**src/rtl/ifetch_master_if.sv**
```systemverilog
// Bus bundle between the instruction-fetch master and its environment:
// the ROM read port on one side, and the decode handshake and redirect on the other.
interface ifetch_master_if;
    logic [63:0] HADDR;
    logic [63:0] HWDATA;
    logic        HWRITE;
    logic [63:0] HRDATA;
    logic        HREADY;

    logic        fetch_en;
    logic        redirect_valid;
    logic [63:0] redirect_pc;

    logic        inst_valid;
    logic        inst_ready;
    logic [31:0] inst_data;
    logic [63:0] inst_pc;
    logic        fetch_fault;

    // The fetch unit's view of the bundle.
    modport master (
        output HADDR, HWDATA, HWRITE,
        input  HRDATA, HREADY,
        input  fetch_en, redirect_valid, redirect_pc,
        output inst_valid, inst_data, inst_pc, fetch_fault,
        input  inst_ready
    );

    // The view seen by the ROM, the decode stage and the redirect source.
    modport slave (
        input  HADDR, HWDATA, HWRITE,
        output HRDATA, HREADY,
        output fetch_en, redirect_valid, redirect_pc,
        input  inst_valid, inst_data, inst_pc, fetch_fault,
        output inst_ready
    );
endinterface

```
**src/rtl/ifetch_master.sv**
```systemverilog
// Instruction-fetch bus master: walks a sequential PC over a zero-wait ROM,
// buffers {instruction, PC} pairs in a small FIFO for decode, and accepts
// branch/trap redirects. A PC outside the legal window halts fetching.
module ifetch_master #(
    parameter logic [63:0] RESET_PC   = 64'h0,
    parameter logic [63:0] ROM_START  = 64'h0,
    parameter int          ROM_SIZE   = 256,
    parameter int          FIFO_DEPTH = 2
) (
    input  logic            HCLK,
    input  logic            HRESETn,
    ifetch_master_if.master bus
);

    localparam int PTR_W = (FIFO_DEPTH > 1) ? $clog2(FIFO_DEPTH) : 1;
    localparam int CNT_W = PTR_W + 1;
    localparam logic [63:0] WINDOW_LIMIT = 64'(ROM_SIZE) - 64'd4;

    typedef enum logic [1:0] {
        IDLE  = 2'd0,
        RUN   = 2'd1,
        HOLD  = 2'd2,
        FAULT = 2'd3
    } state_t;

    state_t             r_state;
    state_t             w_stateNext;
    logic [63:0]        r_fetchPc;
    logic [63:0]        w_fetchPcNext;
    logic [CNT_W-1:0]   r_count;
    logic [PTR_W-1:0]   r_rdPtr;
    logic [PTR_W-1:0]   r_wrPtr;
    logic [31:0]        r_memData [FIFO_DEPTH];
    logic [63:0]        r_memPc   [FIFO_DEPTH];

    logic               w_redirect;
    logic               w_headValid;
    logic               w_popRaw;
    logic               w_pop;
    logic               w_push;
    logic               w_full;
    logic               w_space;
    logic [63:0]        w_pcOffset;
    logic               w_inWindow;
    logic               w_unusedBits;

    assign w_redirect  = bus.redirect_valid;
    assign w_headValid = (r_count != '0);
    assign w_full      = (r_count == CNT_W'(FIFO_DEPTH));
    assign w_popRaw    = w_headValid & bus.inst_ready;
    // A redirect flushes the FIFO, so a pop in that same cycle has no effect.
    assign w_pop       = w_popRaw & ~w_redirect;
    assign w_space     = ~w_full | w_popRaw;

    // Offset subtraction makes a PC below ROM_START wrap to a huge value,
    // so a single unsigned compare covers both ends of the window.
    assign w_pcOffset  = r_fetchPc - ROM_START;
    assign w_inWindow  = (w_pcOffset < WINDOW_LIMIT);

    assign w_unusedBits = ^{bus.HRDATA[63:32], bus.redirect_pc[1:0]};

    assign bus.HADDR       = r_fetchPc;
    assign bus.HWDATA      = 64'h0;
    assign bus.HWRITE      = 1'b0;
    assign bus.inst_valid  = w_headValid;
    assign bus.inst_data   = w_headValid ? r_memData[r_rdPtr] : 32'h0;
    assign bus.inst_pc     = w_headValid ? r_memPc[r_rdPtr]   : 64'h0;
    assign bus.fetch_fault = (r_state == FAULT);

    // Next-state, next-PC and capture decision; a redirect overrides everything.
    always_comb begin
        w_stateNext   = r_state;
        w_fetchPcNext = r_fetchPc;
        w_push        = 1'b0;
        if (w_redirect) begin
            w_fetchPcNext = {bus.redirect_pc[63:2], 2'b00};
            w_stateNext   = bus.fetch_en ? RUN : IDLE;
        end else begin
            case (r_state)
                IDLE: begin
                    if (bus.fetch_en) begin
                        w_stateNext = RUN;
                    end
                end
                RUN: begin
                    if (!bus.fetch_en) begin
                        w_stateNext = IDLE;
                    end else if (bus.HREADY) begin
                        if (!w_inWindow) begin
                            w_stateNext = FAULT;
                        end else if (w_space) begin
                            w_push        = 1'b1;
                            w_fetchPcNext = r_fetchPc + 64'd4;
                        end else begin
                            w_stateNext = HOLD;
                        end
                    end
                end
                HOLD: begin
                    if (w_popRaw) begin
                        w_stateNext = RUN;
                    end
                end
                FAULT: begin
                    w_stateNext = FAULT;
                end
                default: begin
                    w_stateNext = IDLE;
                end
            endcase
        end
    end

    // State and fetch PC registers.
    always_ff @(posedge HCLK) begin
        if (!HRESETn) begin
            r_state   <= IDLE;
            r_fetchPc <= RESET_PC;
        end else begin
            r_state   <= w_stateNext;
            r_fetchPc <= w_fetchPcNext;
        end
    end

    // FIFO pointers and occupancy; reset and redirect both empty the buffer.
    always_ff @(posedge HCLK) begin
        if (!HRESETn || w_redirect) begin
            r_count <= '0;
            r_rdPtr <= '0;
            r_wrPtr <= '0;
        end else begin
            if (w_push) begin
                r_wrPtr <= r_wrPtr + PTR_W'(1);
            end
            if (w_pop) begin
                r_rdPtr <= r_rdPtr + PTR_W'(1);
            end
            case ({w_push, w_pop})
                2'b10:   r_count <= r_count + CNT_W'(1);
                2'b01:   r_count <= r_count - CNT_W'(1);
                default: r_count <= r_count;
            endcase
        end
    end

    // FIFO storage; stale contents are harmless because occupancy gates the head.
    always_ff @(posedge HCLK) begin
        if (w_push && HRESETn && !w_redirect) begin
            r_memData[r_wrPtr] <= bus.HRDATA[31:0];
            r_memPc[r_wrPtr]   <= r_fetchPc;
        end
    end

endmodule

```
**src/flat_wrapper.sv**
```systemverilog
// flat-port wrapper written by rule: the top's interface ports become plain ports
module ifetch_master_flat 
#(
    parameter logic [63:0] RESET_PC   = 64'h0,
    parameter logic [63:0] ROM_START  = 64'h0,
    parameter int          ROM_SIZE   = 256,
    parameter int          FIFO_DEPTH = 2
)
  (HCLK, HRESETn, bus_HADDR, bus_HWDATA, bus_HWRITE, bus_HRDATA, bus_HREADY, bus_fetch_en, bus_redirect_valid, bus_redirect_pc, bus_inst_valid, bus_inst_data, bus_inst_pc, bus_fetch_fault, bus_inst_ready);
  ifetch_master_if bus_i ();
  input  logic HCLK;
  input  logic HRESETn;
  output wire logic [$bits(bus_i.HADDR)-1:0] bus_HADDR;
  output wire logic [$bits(bus_i.HWDATA)-1:0] bus_HWDATA;
  output wire logic [$bits(bus_i.HWRITE)-1:0] bus_HWRITE;
  input wire logic [$bits(bus_i.HRDATA)-1:0] bus_HRDATA;
  input wire logic [$bits(bus_i.HREADY)-1:0] bus_HREADY;
  input wire logic [$bits(bus_i.fetch_en)-1:0] bus_fetch_en;
  input wire logic [$bits(bus_i.redirect_valid)-1:0] bus_redirect_valid;
  input wire logic [$bits(bus_i.redirect_pc)-1:0] bus_redirect_pc;
  output wire logic [$bits(bus_i.inst_valid)-1:0] bus_inst_valid;
  output wire logic [$bits(bus_i.inst_data)-1:0] bus_inst_data;
  output wire logic [$bits(bus_i.inst_pc)-1:0] bus_inst_pc;
  output wire logic [$bits(bus_i.fetch_fault)-1:0] bus_fetch_fault;
  input wire logic [$bits(bus_i.inst_ready)-1:0] bus_inst_ready;
  assign bus_HADDR = bus_i.HADDR;
  assign bus_HWDATA = bus_i.HWDATA;
  assign bus_HWRITE = bus_i.HWRITE;
  assign bus_i.HRDATA = bus_HRDATA;
  assign bus_i.HREADY = bus_HREADY;
  assign bus_i.fetch_en = bus_fetch_en;
  assign bus_i.redirect_valid = bus_redirect_valid;
  assign bus_i.redirect_pc = bus_redirect_pc;
  assign bus_inst_valid = bus_i.inst_valid;
  assign bus_inst_data = bus_i.inst_data;
  assign bus_inst_pc = bus_i.inst_pc;
  assign bus_fetch_fault = bus_i.fetch_fault;
  assign bus_i.inst_ready = bus_inst_ready;
  ifetch_master #(.RESET_PC(RESET_PC), .ROM_START(ROM_START), .ROM_SIZE(ROM_SIZE), .FIFO_DEPTH(FIFO_DEPTH)) u_core (.HCLK(HCLK), .HRESETn(HRESETn), .bus(bus_i));
endmodule
```
**config.mk**
```make
export PLATFORM = sky130hd
export DESIGN_NAME = ifetch_master_flat
export DESIGN_NICKNAME = d
export VERILOG_FILES = /design/src/rtl/ifetch_master_if.sv /design/src/rtl/ifetch_master.sv /design/src/flat_wrapper.sv
export SDC_FILE = /design/constraint.sdc
export NUM_CORES = 1
export LEC_CHECK = 0
export ABC_AREA = 1
export BUFFER_PORTS_ARGS = -buffer_cell sky130_fd_sc_hd__buf_2
export CAP_MARGIN = 20
export CELL_PAD_IN_SITES_DETAIL_PLACEMENT = 1
export CELL_PAD_IN_SITES_GLOBAL_PLACEMENT = 1
export CORE_AREA = 3 3 166 168
export DETAILED_ROUTE_END_ITERATION = 6
export DIE_AREA = 0 0 169 171
export PLACE_DENSITY = 0.82
export SLEW_MARGIN = 20
export SYNTH_ARGS = -nofsm -noshare
export SYNTH_HDL_FRONTEND = slang
export SYNTH_SLANG_ARGS = --single-unit
```
**constraint.sdc**
```tcl
create_clock -name HCLK -period 16 [get_ports HCLK]
set_input_delay 0 -clock HCLK [delete_from_list [all_inputs] [get_ports HCLK]]
set_output_delay 0 -clock HCLK [all_outputs]
set_load 0.02 [all_outputs]
```
==> impl_metrics.json, run 1 <==
{
  "core-area_um2": 26100,
  "syn-cell-area_um2": 10700,
  "fill_cells": 2922,
  "rsz0062_at_grt": "no",
  "vdd_drop_max_mv": 0.0703,
  "cts_buffers": 28,
  "cts_root_buf": "clkbuf_16",
  "fin_nets": 1468,
  "finalSetupTns_ps": 0,
  "grt_start_max_net_pins": 76,
  "switching_share_pct": 22.9,
  "status": "complete, no violations",
  "insertion_delay_ps": 540,
  "drv_cap": 0,
  "synth_top_family_by_area": "simple AND/OR/NAND/NOR gates",
  "final_core_util_pct": 53.0,
  "fin_crit_sh_pct": 20.7,
  "grt_use_total_pct": 21.8,
  "path_cells": "ha_1, nand2_2, nor2_4, nand2_1, nand2_1, nor2_2, nand3_2, nand2_1, nand2_1, dlygate4sd3_1, nand3_1, dlygate4sd3_1, a21oi_1, dlygate4sd3_1",
  "synth_compound_area_share_pct": 8.48,
  "start_util_pct": 41.0,
  "ctsResizeCount": 0,
  "drcViolationCount": 0,
  "synth.area.mux_share_pct": 0,
  "clock-skew-final_ps": 17.2,
  "hold_path.class": "input pin to flip-flop",
  "fmax_mhz": 301,
  "crit_required_ps": 16420,
  "ys_ff_latch": 257,
  "cpMaxStageDelayCell": "dlygate4sd3_1",
  "cpLargestDelayFamily": "buffers and inverters",
  "tritoncts": "done",
  "setup.worst_path.end_class": "flip-flop",
  "ys_warn_count": 0,
  "overflow": 0,
  "finalHoldViolations": 0,
  "dp_hpwl_um": 18900,
  "port-buffer-count": 257,
  "power_frac_seq_pct": 50.3,
  "postRouteAntennaNets": 0,
  "p_int_mw": 1.13,
  "clock_path_buffers": 3,
  "drtPass1Iterations": 5,
  "synth-xor-area-share_pct": 0.410,
  "syn_inst": 992,
  "finalCriticalPeriod_ps": 3320,
  "clock-sinks": 257,
  "relSlewSlack_pct": 32.3,
  "synth_adder_area_share_pct": 0.234,
  "wl_per_cell_um": 19.5,
  "start_kind": "flip-flop",
  "vias": 8493,
  "synth-seq-area-share_pct": 65.8,
  "crit_top_cell": "nand2_1",
  "fp.dieH_um": 171,
  "cts.clk_slew.worst_paths_ps": 60,
  "wl_um": 32900,
  "crit_fanout": 7,
  "crit_buf_inv": 3,
  "grt_pass1_wl_um": 50200,
  "synthToLayoutAreaGrowth_pct": 29.3,
  "rows": 59,
  "synth_cell_types": 34,
  "dp_cells": 1535,
  "design.die.area_um2": 28900,
  "htreeDepth": 1,
  "drive_above_1_share_pct": 25.8,
  "antenna_found_initial": 1,
  "io_pins": 361,
  "combPwrFrac_pct": 7.4,
  "max_slew.worst_pin.slew_ps": 1020,
  "drtIter0Drc": 523,
  "p_sw_mw": 0.335,
  "p_leak_nw": 5.82,
  "grt_pass1_vias": 9031,
  "drv_slew": 0,
  "setup_viol": 0,
  "pwr-share-clk_pct": 42.3,
  "path_class": "flip-flop to flip-flop",
  "max_stage_delay_ps": 600,
  "synthSimpleGateAreaFrac_pct": 16.6,
  "post_drt_via_cell_ratio": 5.02,
  "p_per_area_nw_per_um2": 106,
  "die_w_um": 169,
  "syn_area_per_cell_um2": 10.8,
  "place.gp.congestion": 0.740,
  "stdcell_count": 1692,
  "critPathArrivalTime_ps": 3740
}
## placed cells by master (no fill, tap or decap), types with 4 or more instances in the layout
cell type,n
a21oi_1,156
dfxtp_1,68
nand3_2,20
buf_2,257
nand3_1,47
clkbuf_16,29
nand2_1,283
a21oi_2,7
inv_1,12
dlygate4sd3_1,102
o21ai_0,10
edfxtp_1,188
nor2_1,43
clkbuf_1,10
nor2_4,4
buf_4,10
clkinv_2,6
conb_1,69
## per-stage QoR
stage	area, um2	worst slack, ps	hold WS (ps)	total power [mW]
CTS	13800	12670	68.8	1.47
floorplan	10900	10210	98.9	0.811
global route	13800	12470	122	1.51
detailed placement	11900	12880	196	0.834
finish	13800	12680	101	1.46
global placement	11900	12940	188	0.830
## state kept, by name (all words and copies together), names as in the netlist, named ones only
signal            flops
u_core.r_state        2
u_core.bus.HADDR     62
u_core.r_memData     64
u_core.r_wrPtr        1
u_core.r_rdPtr        1
u_core.r_count        2
u_core.r_memPc      124
## cell usage after synthesis
cell type,count,area share [%]
a21oi_1,156,7.3
a21oi_2,7,0.57
a31oi_1,1,0.059
buf_1,7,0.25
buf_12,2,0.37
buf_2,13,0.61
buf_4,71,5.0
buf_8,4,0.56
clkbuf_1,30,1.1
clkinv_1,1,0.035
conb_1,1,0.035
dfxtp_1,69,13
edfxtp_1,188,53
ha_1,2,0.23
inv_1,13,0.46
inv_2,2,0.070
inv_4,1,0.059
nand2_1,283,9.9
nand2_2,1,0.059
nand2_4,1,0.11
nand2_8,1,0.19
nand3_1,47,2.2
nand3_2,20,1.9
nand4_1,2,0.12
nor2_1,45,1.6
nor2_2,2,0.12
nor2_4,2,0.21
nor3_1,2,0.094
nor3_2,1,0.094
nor4_1,1,0.059
o21a_1,1,0.070
o21ai_0,10,0.47
xnor2_1,2,0.16
xor2_1,3,0.25
## cells by family after synthesis
kind of cell / after synthesis
AND/OR/NAND/NOR: 408
flip-flops: 257
AO/OA/AOI/OAI: 175
buffers and inverters: 144
XOR/XNOR: 5
adder cells (fa/ha/maj): 2
other: 1
## worst paths after layout
path	start	cells past startpoint	slack (ps)	endpoint
worst max-delay path	u_core.bus.HADDR[2]	14	12680	u_core.r_state[1]
worst max register to register	u_core.bus.HADDR[2]	14	12680	u_core.r_state[1]
worst min register to register	u_core.r_wrPtr	2	470	u_core.r_wrPtr
worst min-delay path	bus_fetch_en	5	100	u_core.r_wrPtr
## metal layers
layer	vias to the layer above	global-route usage (%)	wire length, um
met5	-	0	0
met4	0	6.18	654
met3	54	4.51	2150
met2	320	39.9	17000
met1	4186	26.0	13100
li1	3933	-	-
## power by group through the flow
stage / Combinational, mW / Clock, mW / Sequential (mW)
after global placement: 0.0822 / 0 / 0.748
final: 0.109 / 0.618 / 0.735
after CTS: 0.106 / 0.626 / 0.735
after global routing: 0.117 / 0.657 / 0.737
after detailed placement: 0.0849 / 0 / 0.749
after floorplan: 0.0551 / 0 / 0.756
## tightest hold or removal path, stage by stage
cell and delay [ps]:
buf_2 120, nand2_1 160, nor2_4 80, nand4_1 150, a21oi_1 80
## area by class of cell
class | count | area [um2] | share of cell area (%)
diodes | 3 | 7.51 | 0.0543
repair buffers | 369 | 2380 | 17.2
flip-flops and latches | 257 | 7030 | 50.9
clock inverters | 10 | 72.6 | 0.525
clock buffers | 42 | 805 | 5.82
multi-input cells | 659 | 3030 | 22.0
inverters | 17 | 67.6 | 0.489
well taps | 335 | 419 | 3.03
## what timing repair did
action	in CTS	in global routing
setup buffers	0	0
endpoints found under the hold margin	133	0
hold buffers	102	0
(Power assumes the default switching activity.)
==> run 2: changes to the inputs <==
CORE_AREA = 3 3 172 174   (was 3 3 166 168)
DIE_AREA = 0 0 175 177   (was 0 0 169 171)
PLACE_DENSITY = 0.77   (was 0.82)
clock period = 3.33 ns   (was 16 ns; I/O delays follow)
==> run 2 against run 1 <==
Compared with the run above: flip-flop and latch count did not move; critical path depth did not move; worst hold slack got worse by 61 ps; utilization fell by 2.8 points; register-to-register slack got worse by 12000 ps; power rose to 4.8 times the previous value; sequential power rose to 4.8 times the previous value; clock-buffer cell count fell by 6; cell count rose by 3.0%; critical path type unchanged.
==> impl_metrics.json, run 2 (same netlist as run 1, synthesis figures left out) <==
{
  "p_per_area_nw_per_um2": 504,
  "postRouteAntennaNets": 0,
  "overflow": 0,
  "drtPass1Iterations": 4,
  "p_leak_nw": 5.90,
  "setup_viol": 0,
  "ctsResizeCount": 0,
  "insertion_delay_ps": 530,
  "max_slew.worst_pin.slew_ps": 982,
  "path_cells": "nor2_1, nand2_1, nor2_1, nand2_1, nor2_2, nand3_2, nand2_1, nand2_1, nand2_1, nand3_1, nand2_1, dlygate4sd3_1, nor2_1, dlygate4sd3_1",
  "start_util_pct": 38.3,
  "cpLargestDelayFamily": "simple AND/OR/NAND/NOR gates",
  "design.die.area_um2": 31000,
  "stdcell_count": 1742,
  "crit_buf_inv": 2,
  "holdPathEnd": "u_core.bus.HADDR[13]",
  "critPathArrivalTime_ps": 3220,
  "min_from": "bus_redirect_valid",
  "grt_start_max_net_pins": 68,
  "drv_cap": 0,
  "largest_register_ffs": 124,
  "r2r.worst_path.cells": 14,
  "wl_per_cell_um": 18.4,
  "synthToLayoutAreaGrowth_pct": 31.3,
  "hold_path.class": "input pin to flip-flop",
  "antenna_found_initial": 4,
  "fin_crit_sh_pct": 84.2,
  "reg2reg_from": "u_core.bus.HADDR[8]",
  "path_class": "flip-flop to flip-flop",
  "grt_pass1_vias": 8866,
  "cts_root_buf": "clkbuf_16",
  "regMostFlops": "u_core.r_memPc",
  "status": "complete, no violations",
  "hold-path-cell-count": 3,
  "crit_top_cell": "nand2_1",
  "final_cell_mix": "283 x nand2_1, 257 x buf_2, 188 x edfxtp_1",
  "grt_use_total_pct": 20.0,
  "clock-sinks": 257,
  "vdd_drop_max_mv": 0.297,
  "port-buffer-count": 257,
  "r2r_slack_ps": 520,
  "dp_cells": 1583,
  "final_core_util_pct": 50.2,
  "cpMaxStageDelayCell": "dlygate4sd3_1",
  "setup.worst_path.end_class": "flip-flop",
  "cts_buffers": 28,
  "vias": 8353,
  "crit_required_ps": 3740,
  "io_pins": 361,
  "fin_nets": 1475,
  "multi_input_area_um2": 3050,
  "post_drt_via_cell_ratio": 4.80,
  "htreeDepth": 1,
  "mostFrequentLayoutCell": "nand2_1",
  "cts.clk_slew.worst_paths_ps": 60,
  "start_kind": "flip-flop",
  "finalHoldViolations": 0,
  "drtIter0Drc": 410,
  "drv_slew": 0,
  "place.gp.congestion": 0.785,
  "fill_cells": 3146,
  "clock_path_buffers": 3,
  "rsz0062_at_grt": "no",
  "max_stage_delay_ps": 560,
  "dp_hpwl_um": 19700,
  "r2r-end": "u_core.r_state[0]",
  "rows": 61,
  "relSlewSlack_pct": 34.6,
  "clock-skew-final_ps": 13.6,
  "drive_above_1_share_pct": 26.5,
  "finalCriticalPeriod_ps": 2810,
  "die_w_um": 175,
  "drcViolationCount": 0,
  "core-area_um2": 27900,
  "grt_pass1_wl_um": 49400,
  "wl_um": 32000,
  "register_area_um2": 7040,
  "fp.dieH_um": 177,
  "fmax_mhz": 356,
  "crit_fanout": 5,
  "tritoncts": "done"
}
[run 2: cell types whose count changed in the layout (fill, tap and decap cells not counted), sizes merged]
cell         change
dlygate4sd3      +2
clkinv           +5
bufinv           +1
buf              +5
clkbuf           -6
[run 2: timing repair]
action,CTS,global route
buffers inserted,0,0
hold buffers,104,0
endpoints found under the hold margin,130,0
[run 2: worst min-delay path, stage by stage]
cell and delay [ps]:
buf_2 300, nand2_1 140, a21oi_1 50
[run 2: routing by layer]
layer	share of wire [%]	global-route usage, %	up-vias	routed length, um
met5	0.091	0	-	29
met4	3.1	6.68	4	980
met3	6.1	4.55	71	1950
met2	50	35.8	262	16100
met1	40	23.7	4066	12900
li1	-	-	3950	-
[run 2: final cells by class]
cell class | instances | share of cell area, %
Sequential cell | 257 | 50.1
Clock buffer | 36 | 5.50
Timing Repair Buffer | 376 | 17.7
Clock inverter | 16 | 1.02
Multi-Input combinational cell | 659 | 21.7
Antenna cell | 3 | 0.0535
Tap cell | 378 | 3.37
Inverter | 17 | 0.481
[run 2: through the flow]
step / setup WS, ps / instance area (um2) / hold WS (ps) / TNS, ps / power, mW
6_report: 525 / 14000 / 40.3 / 0 / 7.07
5_1_grt: 313 / 14000 / 33.6 / 0 / 7.34
4_1_cts: 559 / 14000 / 11.4 / 0 / 7.15
3_5_place_dp: 757 / 12100 / 192 / 0 / 4.01
3_3_place_gp: 859 / 12100 / 188 / 0 / 3.99
2_1_floorplan: -685 / 11000 / 98.9 / -64410 / 3.90
[run 2: worst max-delay path by stage]
stage | from | to | cells past startpoint
floorplan | u_core.bus.HADDR[2] | u_core.r_memData[1][0] | 11
global placement | u_core.bus.HADDR[18] | u_core.r_memData[0][18] | 10
detailed placement | u_core.bus.HADDR[22] | u_core.r_memData[0][14] | 10
CTS | u_core.bus.HADDR[2] | u_core.bus.HADDR[58] | 13
global route | u_core.bus.HADDR[50] | u_core.r_state[0] | 14
finish | u_core.bus.HADDR[8] | u_core.r_state[0] | 14
[run 2: report_power, final]
part	internal, mW	switching (mW)	leakage, nW
sequential	3.47	0.0622	2.22
clock	1.79	1.23	0.453
combinational	0.205	0.313	3.22
